**src/rtl/golomb_search_engine.sv**
```systemverilog
// golomb_search_engine: one sequential depth-first Golomb ruler search.
// Holds a mark stack and a one-hot distance bitmap, tracks the best length,
// and buffers every ruler of that length for a valid/ready drain after done.
module golomb_search_engine #(
    parameter int NUMMARKS = 5,
    parameter int MAXVALUE = 63,
    parameter int VW       = 6,
    parameter int PRESET   = 1,
    parameter int NRES     = 4
) (
    input  logic                   FXCLK,
    input  logic                   RESET_IN,
    input  logic                   start,
    input  logic [NUMMARKS*VW-1:0] preset_marks,
    input  logic [VW-1:0]          maxlen,
    output logic                   busy,
    output logic                   done,
    output logic                   preset_err,
    output logic [VW-1:0]          best_len,
    output logic [$clog2(NRES):0]  res_count,
    output logic                   res_overflow,
    output logic                   res_valid,
    input  logic                   res_ready,
    output logic [NUMMARKS*VW-1:0] res_marks
);
    localparam int KW = $clog2(NUMMARKS + 1);
    localparam int CW = $clog2(NRES) + 1;
    localparam int EW = VW + 2;  // headroom for cand plus remaining marks

    typedef enum logic [2:0] {
        S_IDLE, S_LOAD, S_SETUP, S_CHECK, S_ACCEPT, S_EMIT, S_BACKTRACK, S_DONE
    } state_t;

    state_t                 state_q, state_d;
    logic [VW-1:0]          m_q [NUMMARKS];
    logic [VW-1:0]          m_d [NUMMARKS];
    logic [KW-1:0]          k_q, k_d;
    logic [VW:0]            cand_q, cand_d;
    logic [MAXVALUE:1]      dmap_q, dmap_d;
    logic [VW-1:0]          best_q, best_d;
    logic [CW-1:0]          count_q, count_d;
    logic [CW-1:0]          rdptr_q, rdptr_d;
    logic                   err_q, err_d;
    logic                   ovf_q, ovf_d;
    logic                   res_valid_q, res_valid_d;
    logic [NUMMARKS*VW-1:0] res_marks_q, res_marks_d;
    logic [NUMMARKS*VW-1:0] rbuf_q [NRES];

    logic                   wr_en;
    logic [CW-1:0]          wr_idx;
    logic [NUMMARKS*VW-1:0] wr_data;

    logic [VW-1:0]          m_at_k, m_below_k;
    logic [VW:0]            dist_x, diff;
    logic [KW-1:0]          dist_k;
    logic [MAXVALUE:1]      nd;
    logic                   collide;
    logic [EW-1:0]          reach;

    // Mark 0 is always zero and marks at or beyond PRESET are searched, so
    // those slices of the host word are never loaded.
    logic unused_preset;
    assign unused_preset = ^preset_marks;

    // Pick the marks at stack depth k and k-1.
    always_comb begin
        m_at_k    = '0;
        m_below_k = '0;
        for (int j = 0; j < NUMMARKS; j++) begin
            if (KW'(j) == k_q)     m_at_k    = m_q[j];
            if (KW'(j + 1) == k_q) m_below_k = m_q[j];
        end
    end

    // Shared distance net: onehot(x - m[j]) for every j below the chosen depth.
    always_comb begin
        dist_x = {1'b0, m_at_k};
        dist_k = k_q;
        if (state_q == S_BACKTRACK) begin
            dist_x = {1'b0, m_below_k};
            dist_k = k_q - 1'b1;
        end else if (state_q != S_LOAD) begin
            dist_x = cand_q;
        end
        nd   = '0;
        diff = '0;
        for (int j = 0; j < NUMMARKS; j++) begin
            if (KW'(j) < dist_k && dist_x > {1'b0, m_q[j]}) begin
                diff = dist_x - {1'b0, m_q[j]};
                for (int b = 1; b <= MAXVALUE; b++) begin
                    if (diff == (VW+1)'(b)) nd[b] = 1'b1;
                end
            end
        end
    end

    assign collide = |(nd & dmap_q);
    assign reach   = EW'(cand_q) + EW'(NUMMARKS - 1) - EW'(k_q);

    // Completed ruler: stacked marks below the last slot plus the candidate.
    always_comb begin
        wr_data = '0;
        for (int j = 0; j < NUMMARKS - 1; j++) wr_data[j*VW +: VW] = m_q[j];
        wr_data[(NUMMARKS-1)*VW +: VW] = cand_q[VW-1:0];
    end

    // Search FSM: next state, stack, bitmap and result bookkeeping.
    always_comb begin
        // NOTE: every _d starts from its current value so no path through the
        // case leaves it unassigned, which would otherwise infer a latch.
        state_d = state_q;
        m_d     = m_q;
        k_d     = k_q;
        cand_d  = cand_q;
        dmap_d  = dmap_q;
        best_d  = best_q;
        count_d = count_q;
        rdptr_d = rdptr_q;
        err_d   = err_q;
        ovf_d   = ovf_q;
        wr_en   = 1'b0;
        wr_idx  = '0;

        case (state_q)
            S_IDLE: ;
            S_LOAD: begin
                if (m_at_k <= m_below_k || collide) begin
                    err_d   = 1'b1;
                    rdptr_d = '0;
                    state_d = S_DONE;
                end else begin
                    dmap_d = dmap_q | nd;
                    k_d    = k_q + 1'b1;
                    if (k_q == KW'(PRESET - 1)) state_d = S_SETUP;
                end
            end
            S_SETUP: begin
                k_d     = KW'(PRESET);
                cand_d  = {1'b0, m_q[PRESET-1]} + 1'b1;
                state_d = S_CHECK;
            end
            S_CHECK: begin
                if (reach > EW'(best_q) || cand_q > (VW+1)'(MAXVALUE)) begin
                    state_d = S_BACKTRACK;
                end else if (collide) begin
                    cand_d = cand_q + 1'b1;
                end else if (k_q == KW'(NUMMARKS - 1)) begin
                    state_d = S_EMIT;
                end else begin
                    state_d = S_ACCEPT;
                end
            end
            S_ACCEPT: begin
                for (int j = 0; j < NUMMARKS; j++) begin
                    if (KW'(j) == k_q) m_d[j] = cand_q[VW-1:0];
                end
                dmap_d  = dmap_q | nd;
                k_d     = k_q + 1'b1;
                cand_d  = cand_q + 1'b1;
                state_d = S_CHECK;
            end
            S_EMIT: begin
                m_d[NUMMARKS-1] = cand_q[VW-1:0];
                if (cand_q < {1'b0, best_q}) begin
                    best_d  = cand_q[VW-1:0];
                    count_d = CW'(1);
                    wr_en   = 1'b1;
                    wr_idx  = '0;
                end else if (cand_q == {1'b0, best_q}) begin
                    if (count_q < CW'(NRES)) begin
                        wr_en   = 1'b1;
                        wr_idx  = count_q;
                        count_d = count_q + 1'b1;
                    end else begin
                        ovf_d = 1'b1;
                    end
                end
                // A longer last mark can never beat this one.
                state_d = S_BACKTRACK;
            end
            S_BACKTRACK: begin
                if (k_q <= KW'(PRESET)) begin
                    rdptr_d = '0;
                    state_d = S_DONE;
                end else begin
                    dmap_d  = dmap_q & ~nd;
                    cand_d  = {1'b0, m_below_k} + 1'b1;
                    k_d     = k_q - 1'b1;
                    state_d = S_CHECK;
                end
            end
            S_DONE: begin
                if (res_valid_q && res_ready) rdptr_d = rdptr_q + 1'b1;
            end
            default: state_d = S_IDLE;
        endcase

        // A start outside a search re-initialises and drops unread results.
        if ((state_q == S_IDLE || state_q == S_DONE) && start) begin
            m_d[0] = '0;
            for (int i = 1; i < PRESET; i++) m_d[i] = preset_marks[i*VW +: VW];
            best_d  = maxlen;
            dmap_d  = '0;
            count_d = '0;
            rdptr_d = '0;
            err_d   = 1'b0;
            ovf_d   = 1'b0;
            k_d     = KW'(1);
            state_d = (PRESET == 1) ? S_SETUP : S_LOAD;
        end
    end

    // Registered result stream, lined up with the read pointer after each beat.
    always_comb begin
        res_valid_d = (state_d == S_DONE) && (rdptr_d < count_d);
        res_marks_d = '0;
        for (int r = 0; r < NRES; r++) begin
            if (res_valid_d && CW'(r) == rdptr_d) res_marks_d = rbuf_q[r];
        end
    end

    // State and datapath registers.
    always_ff @(posedge FXCLK or negedge RESET_IN) begin
        // NOTE: non-blocking assignments so every flop samples pre-edge values.
        if (!RESET_IN) begin
            state_q     <= S_IDLE;
            for (int j = 0; j < NUMMARKS; j++) m_q[j] <= '0;
            k_q         <= '0;
            cand_q      <= '0;
            dmap_q      <= '0;
            best_q      <= '0;
            count_q     <= '0;
            rdptr_q     <= '0;
            err_q       <= 1'b0;
            ovf_q       <= 1'b0;
            res_valid_q <= 1'b0;
            res_marks_q <= '0;
        end else begin
            state_q     <= state_d;
            m_q         <= m_d;
            k_q         <= k_d;
            cand_q      <= cand_d;
            dmap_q      <= dmap_d;
            best_q      <= best_d;
            count_q     <= count_d;
            rdptr_q     <= rdptr_d;
            err_q       <= err_d;
            ovf_q       <= ovf_d;
            res_valid_q <= res_valid_d;
            res_marks_q <= res_marks_d;
        end
    end

    // Result buffer writes.
    always_ff @(posedge FXCLK) begin
        // NOTE: the buffer has no reset; only entries below res_count are ever
        // read, so clearing the count is enough to empty it.
        for (int r = 0; r < NRES; r++) begin
            if (wr_en && CW'(r) == wr_idx) rbuf_q[r] <= wr_data;
        end
    end

    assign busy         = (state_q != S_IDLE) && (state_q != S_DONE);
    assign done         = (state_q == S_DONE);
    assign preset_err   = err_q;
    assign best_len     = best_q;
    assign res_count    = count_q;
    assign res_overflow = ovf_q;
    assign res_valid    = res_valid_q;
    assign res_marks    = res_marks_q;

endmodule

```
**config.mk**
```make
export PLATFORM = sky130hd
export DESIGN_NAME = golomb_search_engine
export DESIGN_NICKNAME = d
export VERILOG_FILES = /design/src/rtl/golomb_search_engine.sv
export SDC_FILE = /design/constraint.sdc
export NUM_CORES = 1
export LEC_CHECK = 0
export CAP_MARGIN = 20
export CORE_MARGIN = 2
export CORE_UTILIZATION = 62
export DETAILED_ROUTE_END_ITERATION = 12
export PLACE_DENSITY = 0.79
export SETUP_SLACK_MARGIN = 0.2
export SLEW_MARGIN = 40
export SYNTH_ARGS = -nofsm -noshare
export SYNTH_HDL_FRONTEND = slang
export SYNTH_SLANG_ARGS = --single-unit
```
**constraint.sdc**
```tcl
create_clock -name FXCLK -period 8.3 [get_ports FXCLK]
set_input_delay 1.66 -clock FXCLK [delete_from_list [all_inputs] [get_ports FXCLK]]
set_output_delay 1.66 -clock FXCLK [all_outputs]
set_load 0.005 [all_outputs]
```
=== Word level (Yosys, flattened, before mapping) ===
Memories as Yosys holds them, arrays and structs flattened.
Index checks and enable logic that the tools add are counted.

* Add/sub/neg operators: 14
* Order comparisons: 17
* Equal/unequal tests: 349
* Mux-type cells: 779
* Bitwise operators: 4
* Reduce and logical (&&, ||, !) cells: 52

{| class="wikitable"
|+ Operator list
! kind !! count
|-
| $eq A7 B6 Y1 const B || 160
|-
| $mux W1 || 667
|-
| $mux W63 || 10
|-
| $eq A7 B5 Y1 const B || 80
|-
| $eq A7 B4 Y1 const B || 40
|-
| $mux W30 || 7
|-
| $pmux W63 S3 || 1
|-
| $mux W3 || 50
|-
| $mux W6 || 25
|-
| $eq A7 B3 Y1 const B || 20
|-
| $and A63 B63 Y63 || 2
|-
| $reduce_or A30 Y1 || 3
|-
| $eq A7 B2 Y1 const B || 10
|-
| $mux W7 || 10
|-
| $not A63 Y63 || 1
|-
| $or A63 B63 Y63 || 1
|-
| $reduce_or A63 Y1 || 1
|-
| $eq A7 B1 Y1 const B || 5
|-
| $gt A7 B6 Y1 || 5
|-
| $sub A7 B6 Y7 || 5
|-
| $pmux W7 S4 || 1
|-
| $mux W24 || 1
|-
| $eq A2 B3 Y1 const A || 6
|-
| $eq A3 B3 Y1 const B || 6
|-
| 42 further kinds || 98
|}

* Bits in registers: 151
* RAM bits: 120
* Input port bits: 40
* Output and inout bits: 44
* Logic and storage cells: 1232
* Memories: 1

{| class="wikitable"
|+ Memories
! name !! depth !! bits a word !! rd ports !! clocked after memory_dff !! write ports !! line !! text
|-
| rbuf_q || 4 || 30 || 4 || 0 || 1 || 47 || <nowiki>logic [NUMMARKS*VW-1:0] rbuf_q [NRES];</nowiki>
|}

=== Depth between registers and ports, before layout ===
Gate-level depths: netlist of the first run.

* Depth after elaboration: 45
* Mapped depth: 37
* Gate-level depth less buffers: 30

=== Least setup slack after synthesis of the first run ===
Ideal clock, no wire load.

* Path kind: register to register
* Start point: register k_q[0]
* End point: register res_marks_q[0], in the netlist res_marks[0]
* Setup time: 94 ps
* Arrival: 7328 ps
* Required time: 8206 ps
* Path slack: 878 ps
* Stages on the path, launching flop included: 37
* Buffers on the path: 8
* Period minus slack after synthesis: 7422 ps
* Path through: dfrtp_1 inv_1 ha_1 nor2b_1 clkbuf_1 buf_1 nor2b_1 o311ai_0 o21ai_0 nor2_1 a221oi_1 ha_1 fa_1 clkbuf_1 nor2b_1 o22a_1 xnor2_1 or3_1 clkbuf_1 nor2_1 a22oi_1 o211ai_1 a2111oi_2 nand4_1 or3_1 buf_2 nor4_1 o31a_1 buf_2 clkbuf_1 ha_1 a21o_1 a21o_1 a21oi_1 nand4b_1 clkbuf_1 a211oi_1

* Elaborated cells between the ends (all ways): 1039
* Classes of those cells: add/sub: 7; order compare: 14; eq/ne: 325; mux: 677; bitwise: 1; reduce/logical: 15

{| class="wikitable"
|+ RTL lines
! element !! line !! text
|-
| from (decl) || 37 || <nowiki>logic [KW-1:0] k_q, k_d;</nowiki>
|-
| from (signal assigned) || 241 || <nowiki>k_q <= k_d;</nowiki>
|-
| $logic_not A3 Y1 || 70 || <nowiki>if (KW'(j) == k_q) m_at_k = m_q[j];</nowiki>
|-
| $mux W6 (5 in series) || 70 ||
|-
| $mux W7 || 82 || <nowiki>end else if (state_q != S_LOAD) begin</nowiki>
|-
| $mux W7 (2 in series) || 79 || <nowiki>if (state_q == S_BACKTRACK) begin</nowiki>
|-
| $sub A7 B6 Y7 || 89 || <nowiki>diff = dist_x - {1'b0, m_q[j]};</nowiki>
|-
| $eq A7 B1 Y1 (tied with other cells) || 91 || <nowiki>if (diff == (VW+1)'(b)) nd[b] = 1'b1;</nowiki>
|-
| $mux W1 || 91 ||
|-
| $mux W1 || 88 || <nowiki>if (KW'(j) < dist_k && dist_x > {1'b0, m_q[j]}) begin</nowiki>
|-
| [19 not listed] || n/a ||
|-
| $mux W3 * || 199 || <nowiki>if ((state_q == S_IDLE || state_q == S_DONE) && start) begin</nowiki>
|-
| named net rdptr_d[1] || 42 || <nowiki>logic [CW-1:0] rdptr_q, rdptr_d;</nowiki>
|-
| $lt A3 B3 Y1 || 215 || <nowiki>res_valid_d = (state_d == S_DONE) && (rdptr_d < count_d);</nowiki>
|-
| $logic_and A1 B1 Y1 || 215 ||
|-
| $logic_and A1 B1 Y1 || 218 || <nowiki>if (res_valid_d && CW'(r) == rdptr_d) res_marks_d = rbuf_q[r];</nowiki>
|-
| $mux W30 (3 in series) || 218 ||
|-
| $mux W30 * || 218 ||
|-
| named net res_marks_d[0] || 46 || <nowiki>logic [NUMMARKS*VW-1:0] res_marks_q, res_marks_d;</nowiki>
|-
| to (signal assigned) || 250 || <nowiki>res_marks_q <= res_marks_d;</nowiki>
|-
| to (decl) || 46 ||
|}

The timed path passes the listed nets; every way through them passes the cells marked *. The select of a mux whose other input is x is not followed.
A chain may end at the register's enable or synchronous reset.

=== Final worst setup path of the first run ===
* Start point: register k_q[0]
* End point: register res_marks_q[8], in the netlist res_marks[8]

* Longest elaborated chain between the ends: 42
* Elaborated cells between the ends (all ways): 1039
* Classes of those cells: add/sub: 7; order compare: 14; eq/ne: 325; mux: 677; bitwise: 1; reduce/logical: 15

{| class="wikitable"
|+ RTL lines
! element !! line !! text
|-
| $logic_not A3 Y1 || 70, 134 ||
|-
| $mux W6 (5 in series) || 70 ||
|-
| $mux W7 || 82 ||
|-
| $mux W7 (2 in series) || 79 ||
|-
| $sub A7 B6 Y7 || 89 ||
|-
| $eq A7 B1 Y1 (tied with other cells) || 91 ||
|-
| $mux W1 || 91 ||
|-
| $mux W1 || 88 ||
|-
| [20 not listed] || n/a ||
|-
| $pmux W3 S5 || 124 || <nowiki>case (state_q)</nowiki>
|-
| $mux W3 || 199 ||
|-
| $eq A3 B3 Y1 || 215 ||
|-
| $logic_and A1 B1 Y1 || 215 ||
|-
| $logic_and A1 B1 Y1 || 218 ||
|-
| $mux W30 (3 in series) || 218 ||
|-
| $mux W30 * || 218 ||
|-
| named net res_marks_d[8] || 46 ||
|}

Marked as above.

==> results of run 1 <==
-- cells in the mapped netlist (all sizes together), types with 24 or more instances --
| cell type | number |
|---|---|
| nand2b | 36 |
| mux2i | 82 |
| clkbuf | 76 |
| a22oi | 48 |
| xnor2 | 24 |
| o211ai | 48 |
| o21ai | 84 |
| ha | 72 |
| nor2b | 40 |
| nor3 | 71 |
| a22o | 24 |
| a311oi | 31 |
| dfrtp | 151 |
| a221oi | 25 |
| nor2 | 119 |
| nand3 | 62 |
| o31ai | 28 |
| a211oi | 41 |
| and3 | 53 |
| a21oi | 75 |
| nand2 | 178 |
| inv | 91 |
| edfxtp | 120 |
| buf | 39 |
-- per-stage QoR --
stage | area, um^2 | worst slack [ns] | hold WS (ns) | TNS (ns)
global placement | 19700 | 0.0790 | 0.479 | 0
detailed placement | 19700 | -0.136 | 0.485 | -0.400
finish | 21100 | 0.206 | 0.517 | 0
floorplan | 18300 | 0.878 | 0.486 | 0
CTS | 20700 | 0.205 | 0.524 | 0
global route | 21100 | 0.123 | 0.524 | 0
-- state kept, by name, indices dropped and copies added (netlist names) --
| register | flops |
|---|---|
| best_len | 6 |
| res_marks | 30 |
| cand_q | 7 |
| res_valid | 1 |
| state_q | 3 |
| res_overflow | 1 |
| res_count | 3 |
| k_q | 3 |
| m_q | 30 |
| preset_err | 1 |
| dmap_q | 63 |
| rbuf_q | 120 |
| rdptr_q | 3 |
-- worst register-to-register path: cells and delay by family, from the launching register on --
| family | cells | cell delay [ns] |
|---|---|---|
| AO/OA/AOI/OAI | 13 | 3.16 |
| AND/OR/NAND/NOR | 10 | 2.38 |
| flip-flops | 1 | 0.43 |
| adder cells (fa/ha/maj) | 3 | 1.04 |
| buffers and inverters | 5 | 0.96 |
-- path summary, 6_finish.rpt --
kind,from,end,slack (ns),cells past startpoint
max in group asynchronous,RESET_IN,k_q[0]$_DFFE_PN0P_,6.42,2
worst max-delay path,k_q[0]$_DFFE_PN0P_,res_marks[8]$_DFF_PN0_,0.21,31
worst min register to register,preset_err$_DFFE_PN0P_,preset_err$_DFFE_PN0P_,0.52,1
worst min-delay path,preset_err$_DFFE_PN0P_,preset_err$_DFFE_PN0P_,0.52,1
worst max register to register,k_q[0]$_DFFE_PN0P_,res_marks[8]$_DFF_PN0_,0.21,31
min in group asynchronous,RESET_IN,res_marks[6]$_DFF_PN0_,0.97,1
-- area by class of cell --
type / instances / share of cell area (%)
sequential: 271 / 34.9
tap: 384 / 2.27
clock inverter: 20 / 0.746
clock buffer: 32 / 3.39
antenna: 1 / 0.0118
multi-input combinational: 1469 / 49.6
timing repair buffer: 178 / 7.38
inverter: 92 / 1.63
-- cell usage in the layout (no fill, tap or decap), types with 44 or more instances in the layout --
cell type,n
nand2_1,174
dfrtp_1,150
edfxtp_1,120
buf_4,118
nor2_1,112
inv_1,87
mux2i_1,82
o21ai_0,73
a21oi_1,68
ha_1,67
nor3_1,62
nand3_1,61
and3_1,53
clkdlybuf4s50_1,52
o211ai_1,47
a22oi_1,44
-- logic make-up after synthesis --
kind of cell,after synthesis
XOR/XNOR,35
multiplexers,89
AND/OR/NAND/NOR,681
flip-flops,271
adder cells (fa/ha/maj),78
AO/OA/AOI/OAI,585
buffers and inverters,207
-- repair_timing --
item                                    in CTS  in global routing
endpoints found under the hold margin        0                  0
resized for setup                           23                 78
pin swaps                                    2                 16
buffers inserted                             4                 10
gates cloned                                 0                  1
endpoints found under the setup margin      30                 31
-- metal layers --
layer	global-route usage [%]	vias up	part of all wire, %
li1	-	7640	-
met1	61.4	8736	37
met2	66.6	1586	42
met3	17.1	315	16
met4	13.4	2	4.3
met5	0	-	0.024
==> results.tsv, run 1 <==
stage	metric	value	unit
clock_tree	CTS tree	done	
yosys	Mapped Cells	1946	
worst_hold_path	Hold Path Class	register to register	
floorplan	Die X	176	um
sta	Rel. slew slack	32.3	%
sta	fin crit period	8.09	ns
cells_and_area	Fill cells	1983	
setup_path	Crit path max-delay family	compound AO/OA/AOI/OAI gates	
sta	final hold violations	0	
yosys	Post-synth EDFFs	120	
sta	unrepaired setup endpoints after global routing	true	
routing	WL per Instance	29.0	um
routing	1st-iter DRT viols	3101	
place	RePlAce Congestion	1.13	
sta	Clock Skew	0.0209	ns
yosys	syn_nets	2064	
yosys	multiplexer area fraction after synthesis	4.92	%
clock_tree	CTS H-tree lvls	1	
yosys	combinational family with the most area after synthesis	compound AO/OA/AOI/OAI gates	
outcome	status	finished, final reports clean	
cells_and_area	Core Util, Final	73.2	%
cells_and_area	share of cells above drive strength 1	14.7	%
clock_tree	cts bufs inserted	28	
yosys	Synth area leaders	dfrtp_1 (21%), edfxtp_1 (20%), ha_1 (4.9%)	
floorplan	Ports	84	
setup_path	slowest CP cell	ha_1	
sta	Tightest Pin Transition	1.01	ns
routing	vias per inst	7.47	
place	port buffer count	53	
floorplan	Initial Util	63.3	%
routing	Final ANT Viol Nets	0	
setup_path	Crit path buffers/inverters	5	
global_route	gr ovfl total	0	
sta	ratio of final minimum period to clock period	97.5	%
yosys	synthesized area per cell	9.39	um^2
clock_tree	CTS Buffer Depth	3	
routing	# DRC	0	
setup_path	CP max stage delay	0.52	ns
yosys	Synth Register Bits	271	
floorplan	DIE AREA	30900	um^2
sta	Highest Clock Rate	124	MHz
clock_tree	clock-pin transition on the worst setup and hold timing paths	0.06	ns
routing	Vias	18300	
setup_path	Worst Setup End Kind	register	
yosys	post-synthesis compound-gate area fraction	23.4	%
sta	Setup violations, final	0	
yosys	yosys warns	0	
yosys	Post-Synth Simple-Gate Area	19.0	%
setup_path	Worst Setup Start Kind	register	
yosys	largest area contributor in the netlist	dfrtp_1	
yosys	synth unique cells	100	
clock_tree	clk sinks	271	
flow_run	max-capacitance violation count	0	
setup_path	cell mode on critical path	a21oi_1	
floorplan	core area	28900	um^2
global_route	vias in the first global route	17300	
setup_path	CP Max Fanout	30	
setup_path	arrival time of the worst setup path	8.54	ns
cells_and_area	Nets	2158	
global_route	initial antenna violation count	0	
clock_tree	Hold Buf Count CTS	0	
global_route	largest net degree at the start of global routing	93	
routing	Routed WL	70.9	mm
floorplan	die height	176	um
yosys	Cell Area, Synth	18300	um^2
cells_and_area	area of the multi-input gates	10500	um^2
yosys	asr flop ratio synth	55.7	%
clock_tree	CTS Root Cell	clkbuf_16	
yosys	Yosys top cell area share	20.7	%
setup_path	crit path kind	register to register	
cells_and_area	sequential cell area	7380	um^2
global_route	first-pass GRT wire length	105	mm
routing	drt first pass iters	9	
place	post-DP HPWL	49.5	mm
place	Inst Count DP	2378	
sta	fin. max-slew vios	0	
cells_and_area	area grow syn2layout	15.7	%
yosys	Post-Synth XOR/XNOR Area	1.72	%
global_route	GRT Overall Usage	44.9	%
cells_and_area	Finished Layout Cells	2447	
setup_path	CP Data Required Time	8.75	ns
yosys	register area share after synthesis	40.4	%
floorplan	std cell rows	62	
yosys	Primary FF master, synth	dfrtp_1	
yosys	adder-cell area share of the yosys netlist	5.59	%
clock_tree	worst-skew pair later-pin latency	0.58	ns
Power of run 1 is left out: the tool's default activity adds up to more than one toggle a clock period on the data nets, which glitch-free logic cannot reach.
==> run 2: changes to the inputs <==
--- a/config.mk
+++ b/config.mk
@@ -6,11 +6,14 @@
 export NUM_CORES = 1
 export LEC_CHECK = 0
 export CAP_MARGIN = 20
+export CELL_PAD_IN_SITES_DETAIL_PLACEMENT = 1
+export CELL_PAD_IN_SITES_GLOBAL_PLACEMENT = 2
 export CORE_MARGIN = 2
-export CORE_UTILIZATION = 62
+export CORE_UTILIZATION = 40
 export DETAILED_ROUTE_END_ITERATION = 12
 export PLACE_DENSITY = 0.79
 export SETUP_SLACK_MARGIN = 0.2
+export SKIP_CTS_REPAIR_TIMING = 1
 export SLEW_MARGIN = 40
 export SYNTH_ARGS = -nofsm -noshare
 export SYNTH_HDL_FRONTEND = slang
==> results.tsv, run 2 (synthesized netlist as in run 1, its figures left out) <==
stage	metric	value	unit
setup_path	crit path kind	register to register	
setup_path	CP Data Required Time	8.85	ns
routing	Routed WL	81.0	mm
sta	unrepaired setup endpoints after global routing	false	
sta	final hold violations	0	
worst_hold_path	Hold Path Class	register to register	
setup_path	flop2flop setup slack	0.40	ns
global_route	first-pass GRT wire length	118	mm
floorplan	die height	218	um
setup_path	CP Max Fanout	16	
place	port buffer count	53	
routing	vias per inst	6.46	
floorplan	std cell rows	78	
global_route	GRT Overall Usage	33.6	%
sta	Clock Skew	0.0197	ns
setup_path	worst setup path startpoint	k_q[1]$_DFFE_PN0P_	
place	Inst Count DP	2649	
routing	drt first pass iters	6	
cells_and_area	share of cells above drive strength 1	18.0	%
cells_and_area	Biggest register	rbuf_q	
sta	fin crit period	7.90	ns
clock_tree	CTS Buffer Depth	3	
sta	Rel. slew slack	42.2	%
cells_and_area	Nets	2216	
setup_path	cell mode on critical path	buf_4	
cells_and_area	commonest non-fill, non-tap cell in the layout	nand2_1	
global_route	gr ovfl total	0	
setup_path	slowest CP cell	dfrtp_1	
setup_path	Worst Setup Start Kind	register	
sta	fin. max-slew vios	0	
outcome	status	finished, final reports clean	
sta	Tightest Pin Transition	0.861	ns
global_route	largest net degree at the start of global routing	84	
clock_tree	worst-skew pair later-pin latency	0.61	ns
floorplan	core area	45200	um^2
floorplan	Ports	84	
cells_and_area	max reg flops	120	
setup_path	cells on worst reg2reg path	38	
clock_tree	clk sinks	271	
routing	1st-iter DRT viols	1658	
cells_and_area	area grow syn2layout	21.3	%
clock_tree	clock-pin transition on the worst setup and hold timing paths	0.06	ns
clock_tree	CTS tree	done	
place	post-DP HPWL	61.4	mm
routing	# DRC	0	
sta	Setup violations, final	0	
sta	Highest Clock Rate	127	MHz
clock_tree	cts bufs inserted	31	
setup_path	CP endpoint	res_marks[2]$_DFF_PN0_	
setup_path	Worst Setup End Kind	register	
sta	ratio of final minimum period to clock period	95.1	%
place	RePlAce Congestion	1.04	
global_route	vias in the first global route	17700	
routing	WL per Instance	29.7	um
flow_run	max-capacitance violation count	0	
clock_tree	CTS Root Cell	clkbuf_16	
floorplan	Die X	218	um
setup_path	arrival time of the worst setup path	8.45	ns
cells_and_area	most frequent cells in the layout	nand2_1 (174), buf_4 (167), dfrtp_1 (150)	
floorplan	Initial Util	40.4	%
setup_path	CP max stage delay	0.38	ns
setup_path	FF-to-FF End	res_marks[2]$_DFF_PN0_	
cells_and_area	Finished Layout Cells	2725	
floorplan	DIE AREA	47400	um^2
cells_and_area	top flop regs	rbuf_q: 120 flops, dmap_q: 63 flops	
routing	Vias	17600	
setup_path	worst r2r src	k_q[1]$_DFFE_PN0P_	
clock_tree	CTS H-tree lvls	1	
routing	Final ANT Viol Nets	0	
global_route	initial antenna violation count	5	
## run 2: cell count changes in the layout (fill, tap and decap cells not counted), moves of 4 or more
| cell | before | now |
|---|---|---|
| buf_12 | 5 | 10 |
| buf_4 | 118 | 167 |
| bufinv_16 | 1 | 5 |
| a211oi_2 | 9 | 3 |
| a211oi_1 | 31 | 37 |
| clkbuf_16 | 28 | 32 |
## run 2: worst min-delay path by stage
stage | cells after the start | endpoint | startpoint
after global routing | 1 | preset_err$_DFFE_PN0P_ | preset_err$_DFFE_PN0P_
after floorplan | 2 | res_overflow$_DFFE_PN0P_ | res_overflow$_DFFE_PN0P_
final | 2 | res_overflow$_DFFE_PN0P_ | res_overflow$_DFFE_PN0P_
after detailed placement | 2 | res_overflow$_DFFE_PN0P_ | res_overflow$_DFFE_PN0P_
after CTS | 2 | res_overflow$_DFFE_PN0P_ | res_overflow$_DFFE_PN0P_
after global placement | 1 | preset_err$_DFFE_PN0P_ | preset_err$_DFFE_PN0P_
## run 2: critical path: cells and delay by family (launching register included)
family | cells | cell delay (ns)
and+or+nand+nor | 9 | 1.75
AOI/OAI and AO/OA | 15 | 2.94
buffers and inverters | 11 | 2.00
DFF | 1 | 0.38
adders and majority gates | 3 | 0.75
## run 2: cell type report
type | count | area [um^2]
Multi-Input combinational cell | 1468 | 10600
Clock inverter | 23 | 293
Clock buffer | 35 | 791
Tap cell | 600 | 751
Fill cell | 5044 | 23000
Antenna cell | 2 | 5.00
Timing Repair Buffer | 234 | 2040
Sequential cell | 271 | 7380
Inverter | 92 | 345
## run 2: layer usage
metal  vias up  global-route usage, %  wire, um
li1       7757                      -         -
met1      9003                   48.9     37300
met2       720                   50.8     35100
met3       129                   7.60      6670
met4         8                   7.56      1710
met5         -                      0       131
## run 2: per-stage QoR
step / TNS (ns) / worst slack (ns) / hold WS [ns] / util [%] / instance area (um^2)
after floorplan: 0 / 0.878 / 0.486 / - / 18300
after global placement: -0.0532 / -0.0532 / 0.480 / 45.1 / 20400
after detailed placement: -2.61 / -0.277 / 0.490 / 45.2 / 20400
after CTS: -5.55 / -0.363 / 0.503 / 47.6 / 21500
after global routing: 0 / 0.119 / 0.544 / 49.0 / 22200
final: 0 / 0.403 / 0.510 / 49.1 / 22200
Power of run 2 is left out for the same reason.
